==> src/rtl/reg_access_pkg.sv <==
// Shared widths, types and the operand bundle carried from operand fetch to execute.
package reg_access_pkg;
  localparam int DATA_W = 16;
  localparam int ADDR_W = 4;
  localparam int NREGS  = 1 << ADDR_W;

  typedef logic [ADDR_W-1:0] reg_addr_t;
  typedef logic [0:DATA_W-1] reg_data_t;

  typedef struct packed {
    reg_data_t A;
    reg_data_t B;
    reg_addr_t dst;
    logic      wen;
  } op_bundle_t;
endpackage

==> src/rtl/reg_scoreboard.sv <==
// Busy vector for pending destinations; a set and a clear to the same register
// in one cycle leaves it busy.
module reg_scoreboard
  import reg_access_pkg::*;
#(
  parameter int NREGS  = reg_access_pkg::NREGS,
  parameter int ADDR_W = reg_access_pkg::ADDR_W
) (
  input  logic              clk,
  input  logic              reset,
  input  logic              i_set,
  input  logic [ADDR_W-1:0] i_set_addr,
  input  logic              i_clr,
  input  logic [ADDR_W-1:0] i_clr_addr,
  input  logic [ADDR_W-1:0] i_lkA_addr,
  input  logic [ADDR_W-1:0] i_lkB_addr,
  input  logic [ADDR_W-1:0] i_lkD_addr,
  output logic              o_busyA,
  output logic              o_busyB,
  output logic              o_busyD
);
  logic [0:NREGS-1] r_busy;

  // Set is applied after clear so it takes priority on a shared address.
  always_ff @(posedge clk) begin
    if (reset) begin
      r_busy <= '0;
    end else begin
      if (i_clr) r_busy[i_clr_addr] <= 1'b0;
      if (i_set) r_busy[i_set_addr] <= 1'b1;
    end
  end

  assign o_busyA = r_busy[i_lkA_addr];
  assign o_busyB = r_busy[i_lkB_addr];
  assign o_busyD = r_busy[i_lkD_addr];
endmodule

==> src/rtl/reg_access_ctrl.sv <==
// Operand-fetch / writeback sequencer in front of a register bank with
// combinational reads; same-cycle writebacks are bypassed into the operands.
module reg_access_ctrl
  import reg_access_pkg::*;
#(
  parameter int DATA_W = reg_access_pkg::DATA_W,
  parameter int ADDR_W = reg_access_pkg::ADDR_W,
  parameter int NREGS  = reg_access_pkg::NREGS
) (
  input  logic              clk,
  input  logic              reset,
  input  logic              iss_valid,
  output logic              iss_ready,
  input  logic [ADDR_W-1:0] iss_srcA,
  input  logic [ADDR_W-1:0] iss_srcB,
  input  logic [ADDR_W-1:0] iss_dst,
  input  logic              iss_wen,
  output logic              rf_read,
  output logic [ADDR_W-1:0] rf_rdAddrA,
  input  logic [0:DATA_W-1] rf_rdDataA,
  output logic [ADDR_W-1:0] rf_rdAddrB,
  input  logic [0:DATA_W-1] rf_rdDataB,
  output logic              rf_write,
  output logic [ADDR_W-1:0] rf_wrAddr,
  output logic [0:DATA_W-1] rf_wrData,
  input  logic              wb_valid,
  output logic              wb_ready,
  input  logic [ADDR_W-1:0] wb_addr,
  input  logic [0:DATA_W-1] wb_data,
  output logic              op_valid,
  input  logic              op_ready,
  output logic [0:DATA_W-1] op_A,
  output logic [0:DATA_W-1] op_B,
  output logic [ADDR_W-1:0] op_dst,
  output logic              op_wen
);
  logic       w_wb_fire, w_iss_fire, w_slot_free;
  logic       w_busyA, w_busyB, w_busyD;
  logic       w_fwdA, w_fwdB, w_fwdD;
  logic       w_srcA_ok, w_srcB_ok, w_dst_ok;
  op_bundle_t w_next;
  op_bundle_t r_op;
  logic       r_op_valid;

  assign w_wb_fire = wb_valid & ~reset;
  assign wb_ready  = ~reset;

  assign rf_read    = iss_valid & ~reset;
  assign rf_rdAddrA = iss_srcA;
  assign rf_rdAddrB = iss_srcB;
  assign rf_write   = w_wb_fire;
  assign rf_wrAddr  = wb_addr;
  assign rf_wrData  = wb_data;

  reg_scoreboard #(.NREGS(NREGS), .ADDR_W(ADDR_W)) u_sb (
    .clk        (clk),
    .reset      (reset),
    .i_set      (w_iss_fire & iss_wen),
    .i_set_addr (iss_dst),
    .i_clr      (w_wb_fire),
    .i_clr_addr (wb_addr),
    .i_lkA_addr (iss_srcA),
    .i_lkB_addr (iss_srcB),
    .i_lkD_addr (iss_dst),
    .o_busyA    (w_busyA),
    .o_busyB    (w_busyB),
    .o_busyD    (w_busyD)
  );

  // A writeback landing this cycle resolves the hazard it would otherwise cause.
  assign w_fwdA = w_wb_fire & (wb_addr == iss_srcA);
  assign w_fwdB = w_wb_fire & (wb_addr == iss_srcB);
  assign w_fwdD = w_wb_fire & (wb_addr == iss_dst);

  assign w_srcA_ok   = ~w_busyA | w_fwdA;
  assign w_srcB_ok   = ~w_busyB | w_fwdB;
  assign w_dst_ok    = ~iss_wen | ~w_busyD | w_fwdD;
  assign w_slot_free = ~r_op_valid | op_ready;

  assign iss_ready  = w_slot_free & w_srcA_ok & w_srcB_ok & w_dst_ok & ~reset;
  assign w_iss_fire = iss_valid & iss_ready;

  always_comb begin
    w_next     = '0;
    w_next.A   = w_fwdA ? wb_data : rf_rdDataA;
    w_next.B   = w_fwdB ? wb_data : rf_rdDataB;
    w_next.dst = iss_dst;
    w_next.wen = iss_wen;
  end

  always_ff @(posedge clk) begin
    if (reset) begin
      r_op_valid <= 1'b0;
      r_op       <= '0;
    end else if (w_iss_fire) begin
      r_op_valid <= 1'b1;
      r_op       <= w_next;
    end else if (op_ready) begin
      r_op_valid <= 1'b0;
    end
  end

  assign op_valid = r_op_valid;
  assign op_A     = r_op.A;
  assign op_B     = r_op.B;
  assign op_dst   = r_op.dst;
  assign op_wen   = r_op.wen;
endmodule
==> config.mk <==
export PLATFORM = sky130hd
export DESIGN_NAME = reg_access_ctrl
export DESIGN_NICKNAME = d
export VERILOG_FILES = /design/src/rtl/reg_access_pkg.sv /design/src/rtl/reg_scoreboard.sv /design/src/rtl/reg_access_ctrl.sv
export SDC_FILE = /design/constraint.sdc
export NUM_CORES = 1
export LEC_CHECK = 0
export CAP_MARGIN = 15
export CORE_ASPECT_RATIO = 1.2
export CORE_MARGIN = 2
export CORE_UTILIZATION = 54
export CTS_CLUSTER_DIAMETER = 40
export DETAILED_ROUTE_END_ITERATION = 10
export DONT_BUFFER_PORTS = 1
export GPL_ROUTABILITY_DRIVEN = 0
export PLACE_DENSITY_LB_ADDON = 0.3
export SLEW_MARGIN = 20
export SYNTH_ARGS = -nofsm -noshare
export SYNTH_HDL_FRONTEND = slang
export SYNTH_SLANG_ARGS = --single-unit
==> constraint.sdc <==
create_clock -name clk -period 2.8 [get_ports clk]
set_input_delay 0.28 -clock clk [delete_from_list [all_inputs] [get_ports clk]]
set_output_delay 0.28 -clock clk [all_outputs]
set_load 0.02 [all_outputs]
# Yosys cells after proc, flatten, opt, wreduce, memory -nomap -nowiden
# Cells that the tools add are included.
[totals]
regBits = 54
inputBits = 70
out_inout_bits = 70
[classes]
n_lt_le_gt_ge = 6
eq_ne = 3
muxes = 20
bitwise = 29
reduce_logical = 3
[op_table]
columns = ["operator", "count"]
rows = [
  ["$mux 16", 5],
  ["$ge 5x5->1 const B", 4],
  ["$not 4->5", 4],
  ["$and 16x16->16", 1],
  ["$not 16->16", 1],
  ["$or 16x16->16", 1],
  ["$bmux 1 s4", 3],
  ["$eq 4x4->1", 3],
  ["$and 1x1->1", 11],
  ["$lt 5x1->1 const B", 2],
  ["$mux 1", 10],
  ["$demux 1 s4", 2],
  ["$not 1->1", 6],
  ["$or 1x1->1", 5],
  ["$logic_and 1x1->1", 2],
  ["$reduce_bool 2->1", 1],
]

# Depth between registers and ports, before layout
[depth]
ltp_word = 13
ltp_mapped = 10
ltp_nobuf = 6

# Modules after synthesis
# Synthesis repeated with hierarchy kept, for this count alone.
[unflattened]
hier_cells = 403
hier_area_um2 = 3575.9
[modules_own_cells]
columns = ["mod", "instances", "cells_per_inst", "area_each_um2", "seq_area_each_um2"]
rows = [
  ["reg_access_ctrl", 1, 301, 2511.2, 760.7],
  ["reg_scoreboard", 1, 102, 1064.8, 320.3],
]

# Worst setup path before layout
# OpenSTA, ideal clock, no wires.
[synth_timing]
kind = "input to output"
from = "input iss_srcB[1]"
to = "output iss_ready"
t_arrival_ns = 2.076
slack_ns = 0.444
path_stages = 8
cell_sequence = "buf_2 > mux4_2 > o22ai_1 > o22ai_1 > a222oi_1 > buf_4 > buf_4 > and3_1"
[synth_via]
elab_chain_len = 9
[synth_rtl]
columns = ["item", "line", "rtl"]
rows = [
  ["from (decl)", "reg_access_ctrl.sv:15", "input logic [ADDR_W-1:0] iss_srcB,"],
  ["$not 4->5 (not written as such)", "reg_scoreboard.sv:35", "assign o_busyB = r_busy[i_lkB_addr];"],
  ["$bmux 1 s4", "reg_scoreboard.sv:35", ""],
  ["$mux 1 (not written as such) (2 in a row)", "reg_scoreboard.sv:35", ""],
  ["$not 1->1", "reg_access_ctrl.sv:76", "assign w_srcB_ok = ~w_busyB | w_fwdB;"],
  ["$or 1x1->1 (*)", "reg_access_ctrl.sv:76", ""],
  ["$and 1x1->1 (*) (3 in a row)", "reg_access_ctrl.sv:80", "assign iss_ready = w_slot_free & w_srcA_ok & w_srcB_ok & w_dst_ok & ~reset;"],
  ["to (decl)", "reg_access_ctrl.sv:13", "output logic iss_ready,"],
]
# Every way passes the cells marked *; elsewhere a longest branch is shown, timed or not. The select of a mux whose other input is x is not followed.

# Final worst setup path
[layout_timing]
from = "register u_sb.r_busy[13] (netlist bit)"
to = "output iss_ready"
[layout_via]
elab_chain_len = 9
[layout_rtl]
columns = ["item", "line", "rtl"]
rows = [
  ["from (decl)", "reg_scoreboard.sv:22", "logic [0:NREGS-1] r_busy;"],
  ["from (signal assigned)", "reg_scoreboard.sv:27", "r_busy <= '0;"],
  ["from (signal, indexed assignment)", "reg_scoreboard.sv:29", "if (i_clr) r_busy[i_clr_addr] <= 1'b0;"],
  ["from (signal, indexed assignment)", "reg_scoreboard.sv:30", "if (i_set) r_busy[i_set_addr] <= 1'b1;"],
  ["$bmux 1 s4", "reg_scoreboard.sv:34", "assign o_busyA = r_busy[i_lkA_addr];"],
  ["$mux 1 (not written as such) (2 in a row)", "reg_scoreboard.sv:34", ""],
  ["$not 1->1", "reg_access_ctrl.sv:75", "assign w_srcA_ok = ~w_busyA | w_fwdA;"],
  ["$or 1x1->1", "reg_access_ctrl.sv:75", ""],
  ["$and 1x1->1 (2 in a row)", "reg_access_ctrl.sv:80", ""],
  ["$and 1x1->1 (*) (2 in a row)", "reg_access_ctrl.sv:80", ""],
]
# Marked as above.

==> summary.md <==
| Metric | Value |
|---|---|
| Flops & latches, synth | `54` |
| Chip Width | `74.7 um` |
| Mapped Cells | `352` |
| Largest net degree at the start of global routing | `40` |
| Hold-fix buffers, CTS | `0` |
| Clock tree buffer depth | `2` |
| Max cap viols | `0` |
| Vias in the first global route | `2528` |
| RR Endpoint | `op_A[1]` |
| Cell Area, Synth | `3230 sq um` |
| Mapped Nets | `422` |
| Cells after DPL | `380` |
| Total negative slack | `0 ns` |
| Clock root buffer | `clkbuf_8` |
| Die H | `88.8 um` |
| Final Setup Violations | `0` |
| Slew Limit Headroom | `58.1%` |
| Commonest non-fill, non-tap cell in the layout | `dfxtp_1` |
| Total grt overflow | `0` |
| # port buffers | `0` |
| # rows | `30` |
| R2R cell count | `8` |
| Initial Util | `56.7%` |
| Fin crit period | `2.74 ns` |
| Worst clock skew | `0.0100 ns` |
| GR peak layer | `met2` |
| CP max FO | `17` |
| Worst endpoint required time | `2.52 ns` |
| Final net count | `379` |
| Wirelength per Cell | `22.2 um` |
| Worst slack, placed | `0.328 ns` |
| WHS Path Cells | `1` |
| N_diodes | `0` |
| Yosys warning count | `0` |
| Period utilisation layout | `97.8%` |
| Num CTS Buffers | `5` |
| Initial antenna violation count | `0` |
| Via count | `2546` |
| Final Instance Count excl. Fillers | `389` |
| Die area | `6630 sq um` |
| Area post-placement | `3000 sq um` |
| CP Capture Type | `output pin` |
| Met3 GRT Util | `5.81%` |
| P_leak | `1.27 nW` |
| Post-DP HPWL | `6170 um` |
| Met2 Use GR | `44.7%` |
| Seq/Total Area, Yosys | `33.4%` |
| Design area | `3130 sq um` |
| Worst EP arrival | `2.46 ns` |
| Clock-pin slew on the worst setup and hold paths | `0.10 ns` |
| Area grow syn2layout | `-3.25%` |
| Syn avg cell area | `9.19 sq um` |
| Worst reg-to-reg setup slack | `0.28 ns` |
| GRT met1 Usage | `30.6%` |
| Slew Viols, Final | `0` |
| PD cells | `530 nW/um^2` |
| Core Box Area | `5710 sq um` |
| R2R Path Start | `u_sb.r_busy[13]` |
| WS Path Type | `reg2out` |
| Post-DRT Antenna Nets | `0` |
| Pre-antenna DRT Iters | `4` |
| Fmax | `0.365 GHz` |
| Type of origin of the critical path | `flip-flop` |
| Critical Path Start | `u_sb.r_busy[13]` |
| Outcome | `finished clean` |
| Fin. Hold Viols | `0` |
| Synth cell types | `35` |
| Post-route setup slack | `0.0610 ns` |
| Top-Level Pins | `140` |
| Initial DRC count | `187` |
| H-tree levels | `2` |
| DRC viols | `0` |
| Hold Slack | `0.0402 ns` |
| Layout cells sized above 1 | `11.3%` |
| Clock sink count | `54` |
| Most frequent cells in the layout | `dfxtp_1 (54), mux2i_1 (39), a21oi_1 (37), a211oi_1 (32), nand3_1 (20)` |
| Peak VDD IR | `259 uV` |
| First-pass GRT wire length | `12800 um` |
| Worst-Skew Late Latency | `0.31 ns` |
| Total track usage | `25.8%` |
| Post-DR vias/cell | `6.54` |
| Least-Margin Pin Slew | `0.627 ns` |
| Hold Path Class | `in2reg` |
| Critical Path Sink | `iss_ready` |
| Drt total wl | `8630 um` |
| CTS tree | `yes` |
## worst min-delay path by stage
stage | from | endpoint | slack [ns]
2_1_floorplan | iss_valid | op_valid | 0.42
3_3_place_gp | reset | op_A[5] | 0.36
3_5_place_dp | reset | op_B[6] | 0.36
4_1_cts | reset | op_B[6] | 0.03
5_1_grt | reset | op_B[6] | 0.02
6_report | reset | op_A[6] | 0.04
## synth_stat cells
cell / instances / area (sq um)
dfxtp_1: 54 / 1080
mux2i_1: 39 / 390
a21oi_1: 37 / 185
buf_4: 33 / 248
a211oi_1: 32 / 240
nand3_1: 20 / 100
nand2_1: 19 / 71.3
clkbuf_1: 16 / 60.1
o21ai_0: 15 / 75.1
mux4_2: 11 / 248
nor2_1: 7 / 26.3
xor2_1: 7 / 61.3
buf_2: 6 / 30.0
o211ai_1: 6 / 45.0
a31o_2: 5 / 43.8
buf_6: 5 / 56.3
nand2b_1: 5 / 31.3
nor2b_1: 5 / 31.3
xnor2_1: 5 / 43.8
inv_1: 3 / 11.3
nor3_1: 3 / 15.0
and2_1: 2 / 12.5
and3_1: 2 / 12.5
mux2_2: 2 / 22.5
o22ai_1: 2 / 12.5
o311ai_0: 2 / 17.5
a222oi_1: 1 / 10.0
clkinv_1: 1 / 3.75
nand3b_1: 1 / 7.51
nand4_1: 1 / 6.26
nor3b_1: 1 / 7.51
nor4_1: 1 / 6.26
o21ai_1: 1 / 5.00
o31a_1: 1 / 8.76
o31ai_1: 1 / 7.51
## power breakdown
part	total [mW]	internal (mW)	switching [mW]	leakage, nW
registers	0.921	0.820	0.101	0.444
clock network	0.515	0.263	0.252	0.0542
logic	0.222	0.102	0.120	0.776
## area by class of cell
type | instances | area (sq um)
clock buffer | 5 | 68.8
inverter | 4 | 15.0
tap | 80 | 100
fill | 554 | 2580
multi-input combinational | 234 | 1740
sequential | 54 | 1080
timing repair buffer | 10 | 81.3
clock inverter | 2 | 38.8
## stage by stage
stage               power [mW]  util [%]
finish                    1.66      54.8
global route              1.73      54.8
CTS                       1.67      54.5
detailed placement        1.16      52.6
global placement          1.15      52.6
floorplan                 1.20         -
## worst max-delay path, stage by stage (launching register included)
cell and delay, ns:
dfxtp_1 0.35, mux4_2 0.45, mux2i_1 0.17, mux2i_1 0.10, a222oi_1 0.46, clkbuf_8 0.30
and3_1 0.32
## sequential cells by signal, indices dropped and copies added, names as in the netlist
| name | cells |
|---|---|
| op_A | 16 |
| op_B | 16 |
| u_sb.r_busy | 16 |
| op_valid | 1 |
| op_wen | 1 |
| op_dst | 4 |
## timing repair
item / CTS / global route
hold endpoints to repair: 0 / 0
setup buffers: 0 / 1
setup endpoints to repair: 0 / 1
gates resized for setup: 0 / 2
## cell families (layout without fill, tap and decap cells)
family,Yosys count,in the layout,share of synthesized area (%)
AOI/OAI and AO/OA,103,103,20.1
xor gates and xnor gates,12,12,3.25
buffers and inverters,64,21,12.6
DFF,54,54,33.4
muxes,52,52,20.4
and+or+nand+nor,67,67,10.1
## per-layer routing
metal / up-vias / share of wire (%)
li1: 1181 / -
met1: 1185 / 38
met2: 158 / 52
met3: 22 / 7.9
met4: 0 / 2.3
met5: - / 0
Power figures use the tool's default switching activity.
==> RTL change 1 (same settings) <==
The package constant `DATA_W` goes from 16 to 20.
--- a/src/rtl/reg_access_pkg.sv
+++ b/src/rtl/reg_access_pkg.sv
@@ -2,3 +2,3 @@
 package reg_access_pkg;
-  localparam int DATA_W = 16;
+  localparam int DATA_W = 20;
   localparam int ADDR_W = 4;
Interface: changed (6 resized); port bits go from 140 to 164. No check against the original RTL was run, so the function may have changed too.
==> RTL change 1 against the unedited design <==
Total power is 29% higher. Maximum frequency is 4.1% higher. Synthesized area grew 16%. Cell area is 21% higher. Critical path type unchanged. Setup slack improved by 110 ps. Sequential power rose by 15%. First-iteration DRC count up 2.7%. Wire length increased by 19%. Largest cell class unchanged. Hold slack worse by 10 ps. Global-route usage grew 0.30 points. Synthesized cell count up 22%. Sequential cell count rose by 8.
==> RTL change 1: results (changes against the unedited design) <==
- Number of search-and-repair iterations in the first detailed-routing pass: 4 (unchanged)
- The tree is rooted in a clkbuf_8.
* Total routing usage reported by global routing: 0.2611 (+0.003034)
- Synthesized net count: 512 (+21%)
* Worst reg-to-reg path cell count: 6 (-2)
- Worst EP arrival: 2350 ps (-110 ps)
- Largest net degree at the start of global routing: 43 (+7.5%)
- The maximum clock insertion buffer count came to 2 (unchanged).
- Instance count along the most critical hold path: 1 (unchanged)
- Post-CTS setup buffers: 0 (unchanged)
- The clock transition at the register clock pins on the worst setup and hold paths after CTS was 70 ps (-30 ps).
* Routed length per placed instance: 21.79 µm (-1.8%)
- The maximum level of the CTS H-tree is 3 (+1).
* Number of buffers created by CTS: 9 (+4)
* Sw power: 592.1 µW (+25%)
- The first-pass GRT wire length was 15.18 mm (+18%).
- The unique cell type count in the Yosys netlist is 32 (-8.6%).
- Cell Count Post-Placement: 454 (+19%)
- The setup slack of the most critical reg-to-reg path was 280 ps (about the same).
- Top post-synthesis cells by count: nor3_1, dfxtp_1, a21oi_1, mux2_2, buf_4
- Filler cells: 651 (+18%)
- The maximum ir drop on the vdd rail was 0.2872 mV (+11%).
* Total vias in the final route: 3074 (+21%)
* Ys flop type: dfxtp_1
- Post-detail-place hpwl: 7.439 mm (+21%)
* Diodes inserted: 0 (unchanged)
- Clock insertion delay at the later pin of the skew report: 330 ps (+20 ps)
- The largest driver fanout on the critical path was 23 (+6).
* Share of layout cells above drive strength 1: 0.2234 (+0.1101)
* Detailed router's first-iteration violation count: 192 (+2.7%)
* FFs w/ async S/R, synth: 0 (unchanged)
* Worst relative slew slack: 0.5501 (-0.03131)
- The sequential area share after synthesis came to 0.3308 (-0.003459).
- The worst-case clock skew came to 8.346 ps (-1.677 ps).
- The net count of the finished layout came to 463 (+22%).
- Number of port buffers: 0 (unchanged)
- HP Class: in2reg
- The total detailed-routing wirelength came to 10.28 mm (+19%).
- Synth warnings: 0 (unchanged)
* Via count of the first global-routing pass: 2976 (+18%)
* Count of mapped cells out of synthesis: 430 (+22%)
- By area the synthesized netlist is led by dfxtp_1, mux2_2, nor3_1, buf_4, mux4_2.
* Initial antenna violation count: 0 (unchanged)
- The flow ran to the end, and the final reports show no timing, DRC or antenna violations.
- The reported leakage power is 0.001330 µW (+4.3%).
## RTL change 1: cell types whose count changed in the layout (fill, tap and decap cells not counted), sizes merged, moves of 3 or more
cell and change:
a21oi +5, nand2 -7, dlygate4sd3 +3, clkbuf +5, a211oi -31, o21ai -11
nor2 -5, o31ai +11, mux2i -32, dfxtp +8, nor3 +86, mux2 +40
## RTL change 1: timing repair
action                     4_1_cts  5_1_grt
hold endpoints to repair         4        3
hold buffers                     1        2
setup endpoints to repair        0        0
resized for setup                0        0
## RTL change 1: routing by layer
layer,GRT usage,part of all wire
met3,0.07481,0.092
met2,0.4542,0.51
met5,0,0
met4,0.08898,0.020
met1,0.3074,0.37
## RTL change 1: cell type report
class,count,area [µm²],share of cell area
repair buffers,13,105.1,0.02777
flip-flops and latches,62,1241,0.3279
clock buffers,12,165.2,0.04364
well taps,87,108.9,0.02876
multi-input cells,289,2100,0.5547
clock inverters,3,42.54,0.01124
inverters,6,22.52,0.005950
## RTL change 1: stage by stage
step	worst slack, ps	cell area, µm²	hold slack (ps)
final	169.5	3785	30.06
after global placement	342.3	3547	362.9
after floorplan	197.9	3752	464.4
after global routing	34.53	3785	0.2647
after detailed placement	280.8	3547	365.9
after CTS	150.5	3765	1.881
## RTL change 1: final timing paths
path,from,to
max,u_sb.r_busy[12],iss_ready
min,reset,op_A[10]
max reg2reg,u_sb.r_busy[12],op_dst[1]
min reg2reg,u_sb.r_busy[8],u_sb.r_busy[8]
## RTL change 1: worst max-delay path: stages (launching register included)
cell and delay, ps:
dfxtp_1 340, mux4_2 460, o22ai_1 190, o22ai_1 130
a32o_2 410, a211oi_1 290, buf_4 200
## RTL change 1: cells by family after synthesis
kind of cell / count (synthesis) / synth area share
AOI/OAI and AO/OA: 80 / 0.1317
xor gates and xnor gates: 12 / 0.02801
buffers and inverters: 79 / 0.1150
DFF: 62 / 0.3308
muxes: 60 / 0.2107
and+or+nand+nor: 137 / 0.1837
## RTL change 1: power groups by stage
stage	sequential [µW]	combinational [µW]	clock, µW
final	1060	276	806
after global routing	1060	306	861
after CTS	1060	274	827
after detailed placement	1080	271	0
after global placement	1080	265	0
after floorplan	1060	319	0
==> RTL change 2 (same settings) <==
Made on the original files. Make the reset (`reset`) asynchronous in 2 clocked blocks.
--- a/src/rtl/reg_scoreboard.sv
+++ b/src/rtl/reg_scoreboard.sv
@@ -24,3 +24,3 @@
   // Set is applied after clear so it takes priority on a shared address.
-  always_ff @(posedge clk) begin
+  always_ff @(posedge clk or posedge reset) begin
     if (reset) begin
--- a/src/rtl/reg_access_ctrl.sv
+++ b/src/rtl/reg_access_ctrl.sv
@@ -90,3 +90,3 @@
 
-  always_ff @(posedge clk) begin
+  always_ff @(posedge clk or posedge reset) begin
     if (reset) begin
Formal check against the unedited RTL: differs if reset is asserted again (counterexample within 4 cycles, from zero or initial values and one cycle with reset high); with reset held inactive, the same outputs for 4 cycles.
==> RTL change 2 against the unedited design <==
Register-to-register slack got worse by 160 ps. Synthesized area increased by 2.4%. Setup slack improved by 51 ps. Wire length decreased by 9.1%. Sequential cell count unchanged. Synthesized cell count decreased by 13%. Critical path depth unchanged. Via count decreased by 4.7%. Cell area increased by 8.3%. First-iteration DRC count increased by 100%. Largest cell class unchanged.
Power is not compared: it rests on default switching activity, and its combinational part moved more than twofold at a synthesized area within 25%.
==> RTL change 2: results (changes against the unedited design) <==
* Count of mapped cells out of synthesis: 307 (-13%)
- The total iterations of the first detailed-routing run came to 4 (unchanged).
* Wire length of the first global-routing pass: 12.60 mm (-1.7%)
- Via count of the first global-routing pass: 2439 (-3.5%)
* Maximum cell stage delay along the critical path: 500 ps (+40 ps)
* Clock insertion delay at the later pin of the skew report: 310 ps (about the same)
* Share of the clock period used by the worst path after layout: 0.9600 (-0.01825)
* Area contributors post-synth: dfrtp_1, o21ai_0, mux2i_1, mux4_2, buf_4
- Startpoint of the worst register-to-register path: u_sb.r_busy[10]
- Clock-pin slew was measured on the worst setup and hold paths at 110 ps.
* Cell variety after synth: 33 (-5.7%)
- Kind of cell adding the most delay to the critical path: multiplexers
- The worst-case clock skew is 15.97 ps (+5.944 ps).
* Internal power consumption: 1670 µW
- NumNets Final: 354 (-6.6%)
- The worst-case setup slack after placement came to 49.56 ps (-278.6 ps).
- Sequential share of the synthesized area: 0.4080 (+0.07377)
* Worst hold path startpoint: iss_dst[0]
- The maximum level of the CTS H-tree is 2 (unchanged).
* Ys flop type: dfrtp_1
- Static power due to leakage: 0.001590 µW
- Synthesized net count: 377 (-11%)
- Total detailed-routing wirelength: 7.846 mm (-9.1%)
* Result of the run: finished clean
- Number of non-filler instances in the completed layout: 367 (-5.7%)
- The sum of net half-perimeters after detailed placement was 5.253 mm (-15%).
* Cell Count Post-Placement: 343 (-9.7%)
- Number of buffers created by CTS: 5 (unchanged)
- Diodes inserted: 0 (unchanged)
- Worst relative slew slack: 0.5006 (-0.08077)
- The initial antenna violation count is 0 (unchanged).
- CTS Buffer Depth: 2 (unchanged)
- The commonest cells after synthesis are o21ai_0, dfrtp_1, mux2i_1, buf_4, clkbuf_1.
* HP Class: in2reg
- The count of routing violations after the opening detailed-route iteration was 375 (+100%).
* Library cell used as clock root buffer: clkbuf_8
- The count of buffers inserted at the top-level ports came to 0 (unchanged).
- The global-route total usage across every layer was 0.2401 (-0.01797).
- The worst setup path is of the reg2out kind.
* Worst reg2reg setup slack: 120 ps (-160 ps)
- Synth warnings: 0 (unchanged)
- The fraction of final layout cells sized beyond drive strength 1 is 0.2211 (+0.1078).
- Largest net degree at the start of global routing: 56 (+40%)
* FFs w/ async S/R, synth: 1.000 (+1.000)
- The routed via count divided by cell count is 6.610 (+1.0%).
- The largest driver fanout on the critical path is 3 (-14).
- Master of the slowest instance on the critical path: mux4_2
- Slew Viols, Final: 0 (unchanged)
- The data arrival at the endpoint of the critical path came to 2410 ps (-50 ps).
- IR Drop Worst-Case VDD: 0.4535 mV
## RTL change 2: cell types whose count changed after synthesis, sizes merged, moves of 6 or more
cell,change
nand2,-15
o21ai,+62
o211ai,-6
o31ai,+11
buf,-8
dfrtp,+54
dfxtp,-54
a211oi,-32
a21oi,-37
nand3,-14
## RTL change 2: path summary, 6_finish.rpt
kind	endpoint	cells past startpoint
max	iss_ready	6
min	u_sb.r_busy[8]	1
max reg2reg	op_A[9]	7
min reg2reg	u_sb.r_busy[14]	2
max in group asynchronous	op_B[13]	2
min in group asynchronous	u_sb.r_busy[8]	2
## RTL change 2: metal layers
metal / vias up / routed length [µm] / track usage
li1: 1048 / - / -
met1: 1214 / 3085 / 0.3303
met2: 152 / 3916 / 0.3703
met3: 12 / 716 / 0.06502
met4: 0 / 128 / 0.07164
met5: - / 0 / 0
## RTL change 2: worst register-to-register path, cell delays in order, from the launching register on
cell,delay (ps)
dfrtp_1,410
mux4_2,500
mux4_2,470
a32o_2,280
buf_4,140
or2_4,370
buf_12,220
o21ai_0,200
## RTL change 2: power groups by stage
stage	clock network [µW]	registers (µW)	logic [µW]
after global placement	0	1650	584
after CTS	469	1630	765
after floorplan	0	1570	583
after detailed placement	0	1660	607
after global routing	499	1660	842
final	457	1630	749
## RTL change 2: area by class of cell
class                      count  area, µm²
tap                           82      102.6
multi-input combinational    197       1608
fill                         524       2585
inverter                       2      11.26
timing repair buffer          24      217.7
sequential                    54       1351
clock buffer                   5      68.82
clock inverter                 3      28.78
## RTL change 2: cells by family (layout without fill, tap and decap cells)
kind of cell / after synthesis / after routing / share of synthesized area
AND/OR/NAND/NOR: 33 / 33 / 0.05780
flip-flops: 54 / 54 / 0.4080
multiplexers: 54 / 54 / 0.2218
XOR/XNOR: 12 / 12 / 0.03174
buffers and inverters: 56 / 34 / 0.1054
AO/OA/AOI/OAI: 98 / 98 / 0.1753
## RTL change 2: repair_timing
item,CTS,global route
pin swaps,2,2
setup endpoints to repair,1,1
resized for setup,7,1
gates cloned,1,0
buffers inserted,16,0
## RTL change 2: metrics by stage
step | cell area [µm²] | hold slack, ps | util | total power, µW
after floorplan | 3316 | 386.9 | - | 2149
after global placement | 3149 | 378.4 | 0.5272 | 2234
after detailed placement | 3149 | 386.1 | 0.5272 | 2262
after CTS | 3403 | 44.13 | 0.5698 | 2865
after global routing | 3388 | 35.05 | 0.5672 | 3005
final | 3388 | 53.23 | 0.5672 | 2837
